===== config.mk =====
export PLATFORM = sky130hd
export DESIGN_NAME = poly_addsub_stream
export DESIGN_NICKNAME = d
export VERILOG_FILES = /design/src/rtl/poly_addsub_stream.sv
export SDC_FILE = /design/constraint.sdc
export NUM_CORES = 1
export LEC_CHECK = 0
export ABC_AREA = 1
export BUFFER_PORTS_ARGS = -buffer_cell sky130_fd_sc_hd__buf_4
export CAP_MARGIN = 20
export CORE_MARGIN = 2
export CORE_UTILIZATION = 35
export CTS_BUF_LIST = sky130_fd_sc_hd__clkbuf_2
export DETAILED_ROUTE_END_ITERATION = 16
export PLACE_DENSITY_LB_ADDON = 0.08
export SETUP_SLACK_MARGIN = 0.1
export SYNTH_ARGS = -nofsm -noshare
export SYNTH_HDL_FRONTEND = slang
export SYNTH_HIERARCHICAL = 1
export SYNTH_SLANG_ARGS = --single-unit
export TNS_END_PERCENT = 50

===== constraint.sdc =====
create_clock -name clk -period 4 [get_ports clk]
set_input_delay 0 -clock clk [delete_from_list [all_inputs] [get_ports clk]]
set_output_delay 0 -clock clk [all_outputs]
set_load 0.05 [all_outputs]

===== src/rtl/poly_addsub_stream.sv =====
// poly_addsub_stream
//   Streaming modular add/subtract over polynomial coefficients, LANES
//   coefficients per beat, two-stage pipeline with ready/valid backpressure.
//   Inputs are lazily reduced ([0, 2Q-1]); outputs are fully reduced ([0, Q-1]).
//
// Ports
//   clk, rst_n        : clock (rising edge), async active-low reset
//   in_valid/in_ready : input handshake; op (0 add, 1 a-b) sampled with the beat
//   dia, dib          : operands, lane k at [k*DW +: DW]
//   out_valid/out_ready, dout, out_last : result stream, out_last on the final
//                       beat of each N-coefficient polynomial
//   err               : sticky input-range error
//
// Build option
//   POLY_ADDSUB_RANGE_CHK_EN : when defined, err latches if any lane of dia/dib
//                              is >= 2Q on an accepted beat; otherwise err is 0.

// One coefficient lane: stage 1 holds the unreduced sum, stage 2 the reduced result.
module poly_addsub_lane #(
   parameter int DW = 16,
   parameter int Q  = 12289
) (
   input  logic          clk,
   input  logic          rst_n,
   input  logic          i_en,
   input  logic          i_op,
   input  logic [DW-1:0] i_a,
   input  logic [DW-1:0] i_b,
   output logic [DW-1:0] o_d
);
   localparam int TW = DW + 2;
   localparam logic [TW-1:0] Q1 = TW'(Q);
   localparam logic [TW-1:0] Q2 = TW'(2 * Q);
   localparam logic [TW-1:0] Q3 = TW'(3 * Q);

   logic [TW-1:0] w_t, w_r, r_t;
   logic [DW-1:0] r_dout;

   // Subtract is biased by 2Q so t never goes negative for legal inputs;
   // the op is fully absorbed into t, so stage 2 needs only t.
   always_comb begin
      w_t = '0;
      if (i_op) w_t = {2'b00, i_a} - {2'b00, i_b} + Q2;
      else      w_t = {2'b00, i_a} + {2'b00, i_b};
   end

   // t < 4Q, so at most one of the three subtractions is needed.
   always_comb begin
      w_r = r_t;
      if      (r_t >= Q3) w_r = r_t - Q3;
      else if (r_t >= Q2) w_r = r_t - Q2;
      else if (r_t >= Q1) w_r = r_t - Q1;
   end

   always_ff @(posedge clk or negedge rst_n) begin
      if (!rst_n) begin
         r_t    <= '0;
         r_dout <= '0;
      end else if (i_en) begin
         r_t    <= w_t;
         r_dout <= DW'(w_r);
      end
   end

   assign o_d = r_dout;
endmodule

module poly_addsub_stream #(
   parameter int DW    = 16,
   parameter int Q     = 12289,
   parameter int LANES = 1,
   parameter int N     = 1024
) (
   input  logic                clk,
   input  logic                rst_n,
   input  logic                in_valid,
   output logic                in_ready,
   input  logic                op,
   input  logic [LANES*DW-1:0] dia,
   input  logic [LANES*DW-1:0] dib,
   output logic                out_valid,
   input  logic                out_ready,
   output logic [LANES*DW-1:0] dout,
   output logic                out_last,
   output logic                err
);
   localparam int STAGES = 2;
   localparam int BEATS  = N / LANES;
   localparam int CW     = (BEATS > 1) ? $clog2(BEATS) : 1;
   localparam logic [CW-1:0] LAST = CW'(BEATS - 1);

   logic [LANES-1:0][DW-1:0] w_a, w_b, w_d;
   logic [STAGES:1]          r_vld_pipe;
   logic                     r_last;
   logic [CW-1:0]            r_cnt, w_cnt_nxt;
   logic                     w_adv, w_fire, w_out_fire;

   assign w_a = dia;
   assign w_b = dib;

   // Whole pipeline moves together; stalls only when the output is held.
   assign w_adv      = !r_vld_pipe[STAGES] || out_ready;
   assign in_ready   = rst_n && w_adv;
   assign w_fire     = in_valid && in_ready;
   assign w_out_fire = r_vld_pipe[STAGES] && out_ready;

   // Counter value seen by the beat about to enter stage 2, accounting for
   // the handshake of the beat leaving it on the same edge.
   always_comb begin
      w_cnt_nxt = r_cnt;
      if (w_out_fire) w_cnt_nxt = (r_cnt == LAST) ? '0 : r_cnt + CW'(1);
   end

   always_ff @(posedge clk or negedge rst_n) begin
      if (!rst_n) begin
         r_vld_pipe <= '0;
         r_last     <= 1'b0;
         r_cnt      <= '0;
      end else begin
         r_cnt <= w_cnt_nxt;
         if (w_adv) begin
            r_vld_pipe <= {r_vld_pipe[STAGES-1:1], w_fire};
            r_last     <= r_vld_pipe[1] && (w_cnt_nxt == LAST);
         end
      end
   end

   for (genvar k = 0; k < LANES; k++) begin : g_lane
      poly_addsub_lane #(.DW(DW), .Q(Q)) u_lane (
         .clk  (clk),
         .rst_n(rst_n),
         .i_en (w_adv),
         .i_op (op),
         .i_a  (w_a[k]),
         .i_b  (w_b[k]),
         .o_d  (w_d[k])
      );
   end

   assign dout      = w_d;
   assign out_valid = r_vld_pipe[STAGES];
   assign out_last  = r_last;

`ifdef POLY_ADDSUB_RANGE_CHK_EN
   localparam logic [DW+1:0] Q2C = (DW+2)'(2 * Q);
   logic [LANES-1:0] w_oor;
   logic             r_err;

   for (genvar k = 0; k < LANES; k++) begin : g_chk
      assign w_oor[k] = ({2'b00, w_a[k]} >= Q2C) || ({2'b00, w_b[k]} >= Q2C);
   end

   always_ff @(posedge clk or negedge rst_n) begin
      if (!rst_n)                  r_err <= 1'b0;
      else if (w_fire && |w_oor)   r_err <= 1'b1;
   end

   assign err = r_err;
`else
   assign err = 1'b0;
`endif
endmodule


Word-level counts from Yosys, hierarchy flattened
Cells that the tools add are included.

Register bits: 47. Output and inout port bits: 20. Word-level logic and storage cells: 29. Input port bits: 37.

Order comparisons: 3. Equality and inequality tests: 2. Muxes and demuxes: 6. Add/sub/neg operators: 7. Reduce and logical (&&, ||, !) cells: 6.

Operators with widths (count): two-way mux 16 bit (3); == test 10 bit, second input constant (2); two-way mux 10 bit (2); adder 18 x 15 -> 18 bit, second input constant (1); greater-or-equal comparator 18 x 14 -> 1 bit, second input constant (1); greater-or-equal comparator 18 x 15 -> 1 bit, second input constant (1); greater-or-equal comparator 18 x 16 -> 1 bit, second input constant (1); two-way mux 18 bit (1); adder 16 x 16 -> 17 bit (1); subtractor 16 x 16 -> 17 bit (1); subtractor 16 x 14 -> 16 bit, second input constant (1); subtractor 16 x 15 -> 16 bit, second input constant (1); subtractor 16 bit, second input constant (1); adder 10 x 1 -> 10 bit, second input constant (1); logical AND 1 bit (4); logical NOT 1 bit (1); logical OR 1 bit (1).

Logic depth before layout (Yosys ltp)
Gate-level depths: netlist of run 1.

Word-level depth: 5. Mapped depth: 21.

Cells and area by module
Netlist of run 1, hierarchy kept.

Modules (own cells, without submodules): poly_addsub_lane (area each 5072.4 µm², times used 1, cells an instance 841); poly_addsub_stream (area each 777.0 µm², times used 1, cells an instance 111).

Worst setup path after synthesis of run 1
OpenSTA, ideal clock, no wires.

Kind: reg-to-reg. From: register g_lane[0].u_lane.r_t[1]. To: register g_lane[0].u_lane.r_dout[13]. Slack: 2.085 ns. Path buffers: 0. Period minus slack after synthesis: 1.915 ns. Required time: 3.882 ns. Cell stages (with the launch flop): 17. Arrival time: 1.797 ns. Path through: dfrtp_1 -> inv_1 -> ha_1 -> inv_1 -> nor2_1 -> nand3_1 -> nor2_1 -> nor2_1 -> xor2_1 -> nand2_1 -> nand2_1 -> nand2_1 -> nand2_1 -> nand2_1 -> nand2_1 -> nand2_1 -> nand2_1.

Cells in the longest elaborated chain, start to end: 4. Elaborated cells between the ends (all ways): 9. Classes of those cells: add/sub: 3; order compare: 3; mux: 3.

RTL lines: start, declared (line 36) `logic [TW-1:0] w_t, w_r, r_t;`; start signal, assigned (line 60) `r_t <= w_t;`; subtractor 16 x 14 -> 16 bit or greater-or-equal comparator 18 x 14 -> 1 bit (tied branches) (line 52) `else if (r_t >= Q1) w_r = r_t - Q1;`; two-way mux 16 bit (line 52); two-way mux 16 bit (line 51) `else if (r_t >= Q2) w_r = r_t - Q2;`; two-way mux 16 bit * (line 50) `if (r_t >= Q3) w_r = r_t - Q3;`; end signal, assigned (line 61) `r_dout <= DW'(w_r);`; end, declared (line 37) `logic [DW-1:0] r_dout;`.

Mark *: on every way between the ends. The rest lies on a longest branch, timed or not. A chain may end at the register's enable or synchronous reset.

Worst setup path in the final report of run 1
From: input dib[0]. To: register g_lane[0].u_lane.r_t[15].

Cells in the longest elaborated chain, start to end: 3. Elaborated cells between the ends (all ways): 4. Classes of those cells: add/sub: 3; mux: 1.

RTL lines: start, declared (line 80) `input logic [LANES*DW-1:0] dib,`; subtractor 16 x 16 -> 17 bit (line 43) `if (i_op) w_t = {2'b00, i_a} - {2'b00, i_b} + Q2;`; adder 18 x 15 -> 18 bit (line 43); two-way mux 18 bit * (line 43).

Marks and branches as above.

==> results.txt, run 1 <==
----------------------------------------------------
[STA]
  Final Hold Violating Endpoints ... 0
  Max-slew violation count ... 0
  Worst clock skew ... 0.0118 ns
  Slew at the pin with the worst max-slew slack ... 0.622 ns
  Final TNS setup ... 0 ns
  # setup viols final ... 0
  Worst-case hold slack ... between 0.06 and 0.07 ns
  RSZ-0062 raised after global routing ... no
  Final Cycle Share ... 59.1%
  Max transition margin ... about three fifths
  Peak Freq ... about 0.42 GHz
  Time the worst path needs with I/O delays and setup ... between 2 and 2.5 ns

[Critical path]
  CP peak stage delay ... roughly 0.55 ns
  Startpoint types ... input port
  Most frequent cell on the critical path ... sky130_fd_sc_hd__nand2_1
  Buffer and inverter count on the worst path ... 3
  Worst setup path category ... in2reg
  Cell Chain, Critical Path ... dlygate4sd3_1 > buf_4 > ha_1 > fa_1 > inv_1 > nand2_1 > nand2_1 > nand3_1 > nand2_1 > nand2_1 > nand2_1 > nand3_2 > nor2_2 > nand3_2 > nand2_1 > nand2_1 > nand3_1 > nand2_1 > nand2_1 > nand2_1
  Library cell contributing the largest single delay on the critical path ... sky130_fd_sc_hd__dlygate4sd3_1
  Largest driver fanout on the critical path ... 4
  Family of cells with the greatest summed delay on the critical path ... simple AND/OR/NAND/NOR gates
  Critical path data arrival time ... 2.73 ns
  Worst endpoint required time ... ~4.4 ns
  Kind of end point of the critical path ... flip-flop

[CTS]
  Max H-tree Level ... 2
  Clock transition time at the flip-flop clock pins of the worst setup and hold paths ... about 0.25 ns
  Maximum number of buffers from clock root to sink ... 2
  Clock Latency Late Sink ... ~0.44 ns
  Buffer cell driving the clock tree root ... sky130_fd_sc_hd__clkbuf_2
  Post_cts resized ... 0
  TritonCTS buffer count ... 5
  Post-CTS setup buffers ... 0
  CTS tree ... yes
  Count of hold buffers inserted by post-cts repair ... 7
  TritonCTS Sinks ... 47

[Cells and area]
  Commonest cells after routing, fill and taps aside ... 276 x sky130_fd_sc_hd__nand2_1, 129 x sky130_fd_sc_hd__inv_1, 104 x sky130_fd_sc_hd__nor2_1, 69 x sky130_fd_sc_hd__nand3_1, 56 x sky130_fd_sc_hd__buf_4
  Layout area overhead ... 10.7%
  Fraction of final layout cells with drive strength greater than 1 ... a little under an eighth
  Most common cell after layout, fill and taps aside ... sky130_fd_sc_hd__nand2_1
  Nets@finish ... 1070
  Number of standard cells in the layout, taps in and fillers out ... roughly 1200
  Non-Filler Cell Area, Final ... ~6500 um2

[Synth]
  Fraction of the yosys area taken by sequential cells ... 20.1%
  Number of enable flip-flop cells after synthesis ... 0
  Async set or reset register ratio after synthesis ... 100%
  Unique cell type count in the Yosys netlist ... 52
  Total number of yosys warnings ... 6
  Total of flip-flops plus latches after synthesis ... 47
  Main flop type after synthesis ... sky130_fd_sc_hd__dfrtp_1
  Synth Area per Inst ... between 6 and 7 um2
  Post-synth net total ... 1033
  Post-Syn Area ... approximately 6000 um2
  Gate count of the mapped netlist ... 952

[Floorplanning]
  Number of placement rows ... 47
  Starting density of the core ... 35.5%
  Die X-Extent ... around 130 um
  Die height ... around 130 um
  Core box area ... 16500 um2
  Total I/O pin count ... between 50 and 60
  Area of the die ... ~18000 um2

[GRT]
  Largest net degree at the start of global routing ... 56
  Number of global-route vias before repair ... 5497
  Remaining global-route overflow ... 0
  Initial antenna violation count ... 1
  Total Routing Usage GR ... between 10% and 20%
  First-pass GRT wire length ... about 27000 um

[Drt]
  Antenna-violating nets left ... 0
  Number of vias per cell after detailed routing ... roughly 4.8
  Detailed Route WL ... roughly 16000 um
  Total DRC errors in the routed layout ... 0
  Average routed wire per standard cell ... 13.1 um
  Overall via count from detail_route ... about 5800
  Number of detailed-route iterations in the first pass ... 5
  Detailed router's first-iteration violation count ... roughly 290

[Pwr]
  Overall Power ... approximately 2600 uW
  Static leakage ... between 0.003 and 0.004 uW
  Worst voltage drop across the vdd grid ... around 0.22 mV
  PwrDens ... about 400 nW/um2

[Placement]
  Post-detailed-placement cell area ... 6360 um2
  Routability congestion estimate ... just under 0.9
  Post-detail-place hpwl ... roughly 13000 um
  Number of cells after detailed placement ... 1195
  Quantity of I/O buffers inserted on ports ... 55

[Job]
  Max Cap Viol ... 0

[Status]
  Outcome ... finished, final reports clean

[Min path]
  Class of the worst hold path ... in2async

----------------------------------------------------
-- synth_stat cells (2+ instances only) --
library cell | instances | area, um2
sky130_fd_sc_hd__inv_1 | 130 | 488
sky130_fd_sc_hd__nor2_1 | 104 | 390
sky130_fd_sc_hd__dfrtp_1 | 47 | 1180
sky130_fd_sc_hd__nand2_4 | 3 | 33.8
sky130_fd_sc_hd__a21o_1 | 2 | 15.0
sky130_fd_sc_hd__a31oi_1 | 24 | 150
sky130_fd_sc_hd__nand2_2 | 7 | 43.8
sky130_fd_sc_hd__or2_2 | 5 | 31.3
sky130_fd_sc_hd__buf_2 | 11 | 55.1
sky130_fd_sc_hd__fa_1 | 2 | 40.0
sky130_fd_sc_hd__and2_1 | 2 | 12.5
sky130_fd_sc_hd__nand2_1 | 276 | 1040
sky130_fd_sc_hd__nor2_2 | 11 | 68.8
sky130_fd_sc_hd__nor3_1 | 10 | 50.1
sky130_fd_sc_hd__nand3b_1 | 2 | 15.0
sky130_fd_sc_hd__xor2_1 | 31 | 272
sky130_fd_sc_hd__buf_4 | 7 | 52.6
sky130_fd_sc_hd__a22oi_1 | 2 | 15.0
sky130_fd_sc_hd__nand4_1 | 10 | 62.6
sky130_fd_sc_hd__o2111ai_1 | 2 | 17.5
sky130_fd_sc_hd__buf_6 | 3 | 33.8
sky130_fd_sc_hd__o211ai_1 | 4 | 30.0
sky130_fd_sc_hd__nor2_4 | 9 | 101
sky130_fd_sc_hd__o21ai_0 | 40 | 200
sky130_fd_sc_hd__nand3_1 | 69 | 345
sky130_fd_sc_hd__o21bai_1 | 4 | 30.0
sky130_fd_sc_hd__ha_1 | 42 | 526
sky130_fd_sc_hd__inv_2 | 5 | 18.8
sky130_fd_sc_hd__a21oi_1 | 37 | 185
sky130_fd_sc_hd__a21oi_2 | 3 | 26.3
sky130_fd_sc_hd__clkbuf_1 | 10 | 37.5
sky130_fd_sc_hd__o21ai_1 | 14 | 70.1
sky130_fd_sc_hd__nand3_2 | 5 | 50.1
-- metrics by stage --
stage,worst slack [ns],util [%]
after floorplan,2.09,-
after global placement,1.65,38.6
after detailed placement,1.67,38.6
after CTS,1.68,39.3
after global routing,1.36,39.3
final,1.64,39.3
-- final timing paths --
check	to	slack [ns]	cells past startpoint	start
setup / recovery	g_lane[0].u_lane/r_t[15]	1.64	20	dib[0]
hold / removal	g_lane[0].u_lane/o_d[3]	0.07	2	rst_n
setup reg to reg	g_lane[0].u_lane/o_d[15]	1.66	11	g_lane[0].u_lane/r_t[2]
hold reg to reg	r_vld_pipe[2]	0.49	2	r_vld_pipe[1]
max in group asynchronous	g_lane[0].u_lane/r_t[9]	3.52	2	rst_n
min in group clk	g_lane[0].u_lane/r_t[17]	0.10	7	dia[15]
-- cell type report --
type | instances | area [um2]
timing repair buffer | 63 | 490
clock inverter | 2 | 12.5
sequential | 47 | 1180
antenna | 1 | 2.50
fill | 1867 | 9990
multi-input combinational | 734 | 3950
tap | 220 | 275
clock buffer | 6 | 30.0
inverter | 138 | 533
-- flip-flops by register name (all words and copies together), names as in the netlist --
name	cells
g_lane.u_lane/r_t	18
r_vld_pipe	2
g_lane.u_lane/o_d	16
out_last	1
r_cnt	10
-- layer usage --
| layer | routed length [um] | GRT usage [%] | part of all wire, % |
|---|---|---|---|
| met1 | 7610 | 24.7 | 48 |
| met2 | 7650 | 32.7 | 48 |
| met3 | 383 | 1.14 | 2.4 |
| met4 | 204 | 4.08 | 1.3 |
| met5 | 0 | 0 | 0 |
-- cell families after synthesis --
group | count (synthesis) | share of synthesized area, %
other cells | 1 | 0.0641
xor+xnor | 32 | 4.79
fa+ha+maj | 44 | 9.67
flops | 47 | 20.1
simple gates | 517 | 39.2
buf+inv | 171 | 12.3
compound gates | 140 | 13.9
-- where the power goes --
| group | total (uW) | switching, uW | internal (uW) |
|---|---|---|---|
| sequential | 785 | 172 | 614 |
| clock | 211 | 166 | 44.4 |
| combinational | 1580 | 1060 | 522 |
(Power assumes the default switching activity.)
==> inputs of run 2 (changes only) <==
==> constraint.sdc (replaced) <==
create_clock -name clk -period 2.5 [get_ports clk]
set_input_delay 0 -clock clk [delete_from_list [all_inputs] [get_ports clk]]
set_output_delay 0 -clock clk [all_outputs]
set_load 0.05 [all_outputs]
==> run 2 against run 1 <==
Hold slack got worse by 0.030 ns. Largest cell class unchanged. Combinational power rose by 72%. Clock skew increased by 0.0072 ns. Global-route usage increased by 0.20 points. Die area stayed put. Cell area up 3.3%. Flip-flop and latch count unchanged. Via count grew 0.45%. Largest power group unchanged.
==> results.txt, run 2 (synthesis results as in run 1) <==
----------------------------------------------------
[Critical path]
  Critical R2R Capture ... g_lane[0].u_lane/o_d[15]
  Critical path data arrival time ... approximately 2.6 ns
  Worst endpoint required time ... between 2 and 3 ns
  Kind of end point of the critical path ... flip-flop
  Internal reg-to-reg setup slack ... between 0.2 and 0.3 ns
  Critical register-to-register path startpoint ... g_lane[0].u_lane/r_t[2]
  Startpoint types ... input port
  Worst setup path category ... in2reg
  Worst Setup EP ... g_lane[0].u_lane/r_t[15]
  Launch point of the critical path ... dib[0]
  Largest driver fanout on the critical path ... 4
  Reg2reg path depth ... 11

[STA]
  Max-slew violation count ... 0
  Slew at the pin with the worst max-slew slack ... between 0.8 and 0.9 ns
  Final Hold Violating Endpoints ... 0
  Final Cycle Share ... roughly nine tenths
  RSZ-0062 raised after global routing ... yes
  Final TNS setup ... 0 ns
  Max transition margin ... between 40% and 50%
  # setup viols final ... 0
  Peak Freq ... around 0.45 GHz
  Worst clock skew ... 0.0190 ns
  Time the worst path needs with I/O delays and setup ... around 2.2 ns

[Pwr]
  Combinational group share of total power ... 62.6%
  Worst voltage drop across the vdd grid ... roughly 0.37 mV
  Static leakage ... 0.00351 uW
  Register share of total power ... a little over a quarter
  Overall Power ... 4330 uW
  Share of power burned in the clock network ... about a tenth
  Internal power ... 2070 uW
  Switching share of power ... 52.3%
  Switch Pwr ... ~2300 uW
  PwrDens ... around 650 nW/um2

[Drt]
  DR WL met2 ... 7690 um
  Detailed router's first-iteration violation count ... approximately 240
  Total DRC errors in the routed layout ... 0
  Antenna-violating nets left ... 0
  Met3 wire length ... around 370 um
  Average routed wire per standard cell ... between 10 and 15 um
  Overall via count from detail_route ... 5838
  M1 WL ... a little under 8000 um
  Top Layer Used ... met4
  Number of vias per cell after detailed routing ... 4.74
  Detailed Route WL ... approximately 16000 um
  Number of detailed-route iterations in the first pass ... 4

[CTS]
  TritonCTS Sinks ... 47
  CTS tree ... yes
  Post-CTS setup buffers ... 0
  Clock Latency Late Sink ... approximately 0.46 ns
  Max H-tree Level ... 2
  Maximum number of buffers from clock root to sink ... 2
  Buffer cell driving the clock tree root ... sky130_fd_sc_hd__clkbuf_2
  Clock transition time at the flip-flop clock pins of the worst setup and hold paths ... 0.25 ns
  TritonCTS buffer count ... 5

[Cells and area]
  Commonest cells after routing, fill and taps aside ... 270 x sky130_fd_sc_hd__nand2_1, 129 x sky130_fd_sc_hd__inv_1, 104 x sky130_fd_sc_hd__nor2_1, 74 x sky130_fd_sc_hd__buf_4, 67 x sky130_fd_sc_hd__nand3_1
  Most common cell after layout, fill and taps aside ... sky130_fd_sc_hd__nand2_1
  Most flop-heavy register ... g_lane.u_lane/r_t
  Nets@finish ... roughly 1100
  Fraction of final layout cells with drive strength greater than 1 ... 14.3%
  Layout area overhead ... 14.3%
  Number of flip-flops in the largest register ... 18

[GRT]
  Initial antenna violation count ... 1
  Largest net degree at the start of global routing ... 56
  First-pass GRT wire length ... 27100 um
  Number of global-route vias before repair ... around 5700
  Remaining global-route overflow ... 0
  Total Routing Usage GR ... approximately a fifth

[Status]
  Outcome ... finished, final reports clean

[Min path]
  Class of the worst hold path ... in2reg
  Start point of the worst hold path ... dib[1]
  Hold-critical path depth ... 4

[Floorplanning]
  Number of placement rows ... between 40 and 50
  Core box area ... about 16000 um2
  Area of the die ... ~18000 um2
  Die height ... between 100 and 150 um
  Die X-Extent ... about 130 um
  Total I/O pin count ... 57
  Starting density of the core ... a little over a third

[Placement]
  Quantity of I/O buffers inserted on ports ... 55
  Routability congestion estimate ... roughly 0.93
  Post-detail-place hpwl ... 13000 um

[Job]
  Max Cap Viol ... 0

----------------------------------------------------
==> run 2: cell count changes in the layout (fill, tap and decap cells not counted), sizes merged <==
cell,delta
buf,+19
clkbuf,-1
bufinv,+1
dlygate4sd3,+1
inv,+1
clkinvlp,-1
==> run 2: worst min-delay path by stage <==
stage / slack, ns / end
after floorplan: -0.30 / g_lane[0].u_lane/o_d[0]
after global placement: -0.09 / g_lane[0].u_lane/o_d[5]
after detailed placement: -0.09 / g_lane[0].u_lane/o_d[5]
after CTS: 0.02 / g_lane[0].u_lane/r_t[1]
after global routing: 0.05 / g_lane[0].u_lane/r_t[1]
final: 0.04 / g_lane[0].u_lane/r_t[1]
==> run 2: power groups by stage <==
stage / Combinational (uW) / Clock, uW / Sequential (uW)
after floorplan: 1570 / 0 / 1590
after global placement: 2710 / 0 / 1200
after detailed placement: 2700 / 0 / 1200
after CTS: 2720 / 458 / 1190
after global routing: 3020 / 495 / 1220
final: 2710 / 435 / 1180
==> run 2: layer usage <==
metal | vias to the layer above | track usage [%]
met5 | - | 0
met1 | 2580 | 24.5
li1 | 3143 | -
met3 | 20 | 1.29
met2 | 95 | 32.8
met4 | 0 | 5.50
==> run 2: layout make-up <==
| class | count | area (um2) |
|---|---|---|
| Fill cell | 1856 | 9780 |
| Multi-Input combinational cell | 734 | 3980 |
| Timing Repair Buffer | 83 | 656 |
| Tap cell | 220 | 275 |
| Clock buffer | 5 | 25.0 |
| Inverter | 138 | 533 |
| Sequential cell | 47 | 1180 |
| Clock inverter | 3 | 42.5 |
| Antenna cell | 1 | 2.50 |
==> run 2: worst max-delay path, cell delays in order <==
cell and delay (ns):
sky130_fd_sc_hd__dlygate4sd3_1 0.54, sky130_fd_sc_hd__buf_4 0.14, sky130_fd_sc_hd__ha_1 0.18, sky130_fd_sc_hd__fa_1 0.38
sky130_fd_sc_hd__inv_1 0.06, sky130_fd_sc_hd__nand2_1 0.07, sky130_fd_sc_hd__nand2_2 0.13, sky130_fd_sc_hd__nand3_1 0.08
sky130_fd_sc_hd__nand2_1 0.09, sky130_fd_sc_hd__inv_1 0.06, sky130_fd_sc_hd__nor2_2 0.16, sky130_fd_sc_hd__nand3_1 0.11
sky130_fd_sc_hd__nor2_1 0.16, sky130_fd_sc_hd__nand3_2 0.11, sky130_fd_sc_hd__nand2_1 0.07, sky130_fd_sc_hd__nand2_1 0.06
sky130_fd_sc_hd__nand3_1 0.08, sky130_fd_sc_hd__nand2_1 0.05, sky130_fd_sc_hd__nand2_1 0.05, sky130_fd_sc_hd__nand2_1 0.05
==> run 2: stage by stage <==
step                setup WS (ns)  hold WS (ns)  cells  instance area [um2]  utilization (%)
floorplan                   0.585        -0.296    952                 5850                -
global placement            0.286       -0.0865   1214                 6510             39.6
detailed placement          0.229       -0.0865   1214                 6510             39.6
CTS                         0.261        0.0167   1230                 6660             40.4
global route               0.0606        0.0452   1231                 6690             40.6
finish                      0.257        0.0360   1231                 6690             40.6
==> run 2: timing repair <==
item                                   4_1_cts  5_1_grt
hold buffers                                 8        0
resized for setup                            0        9
endpoints found under the hold margin       69        0
setup endpoints to repair                    0       11
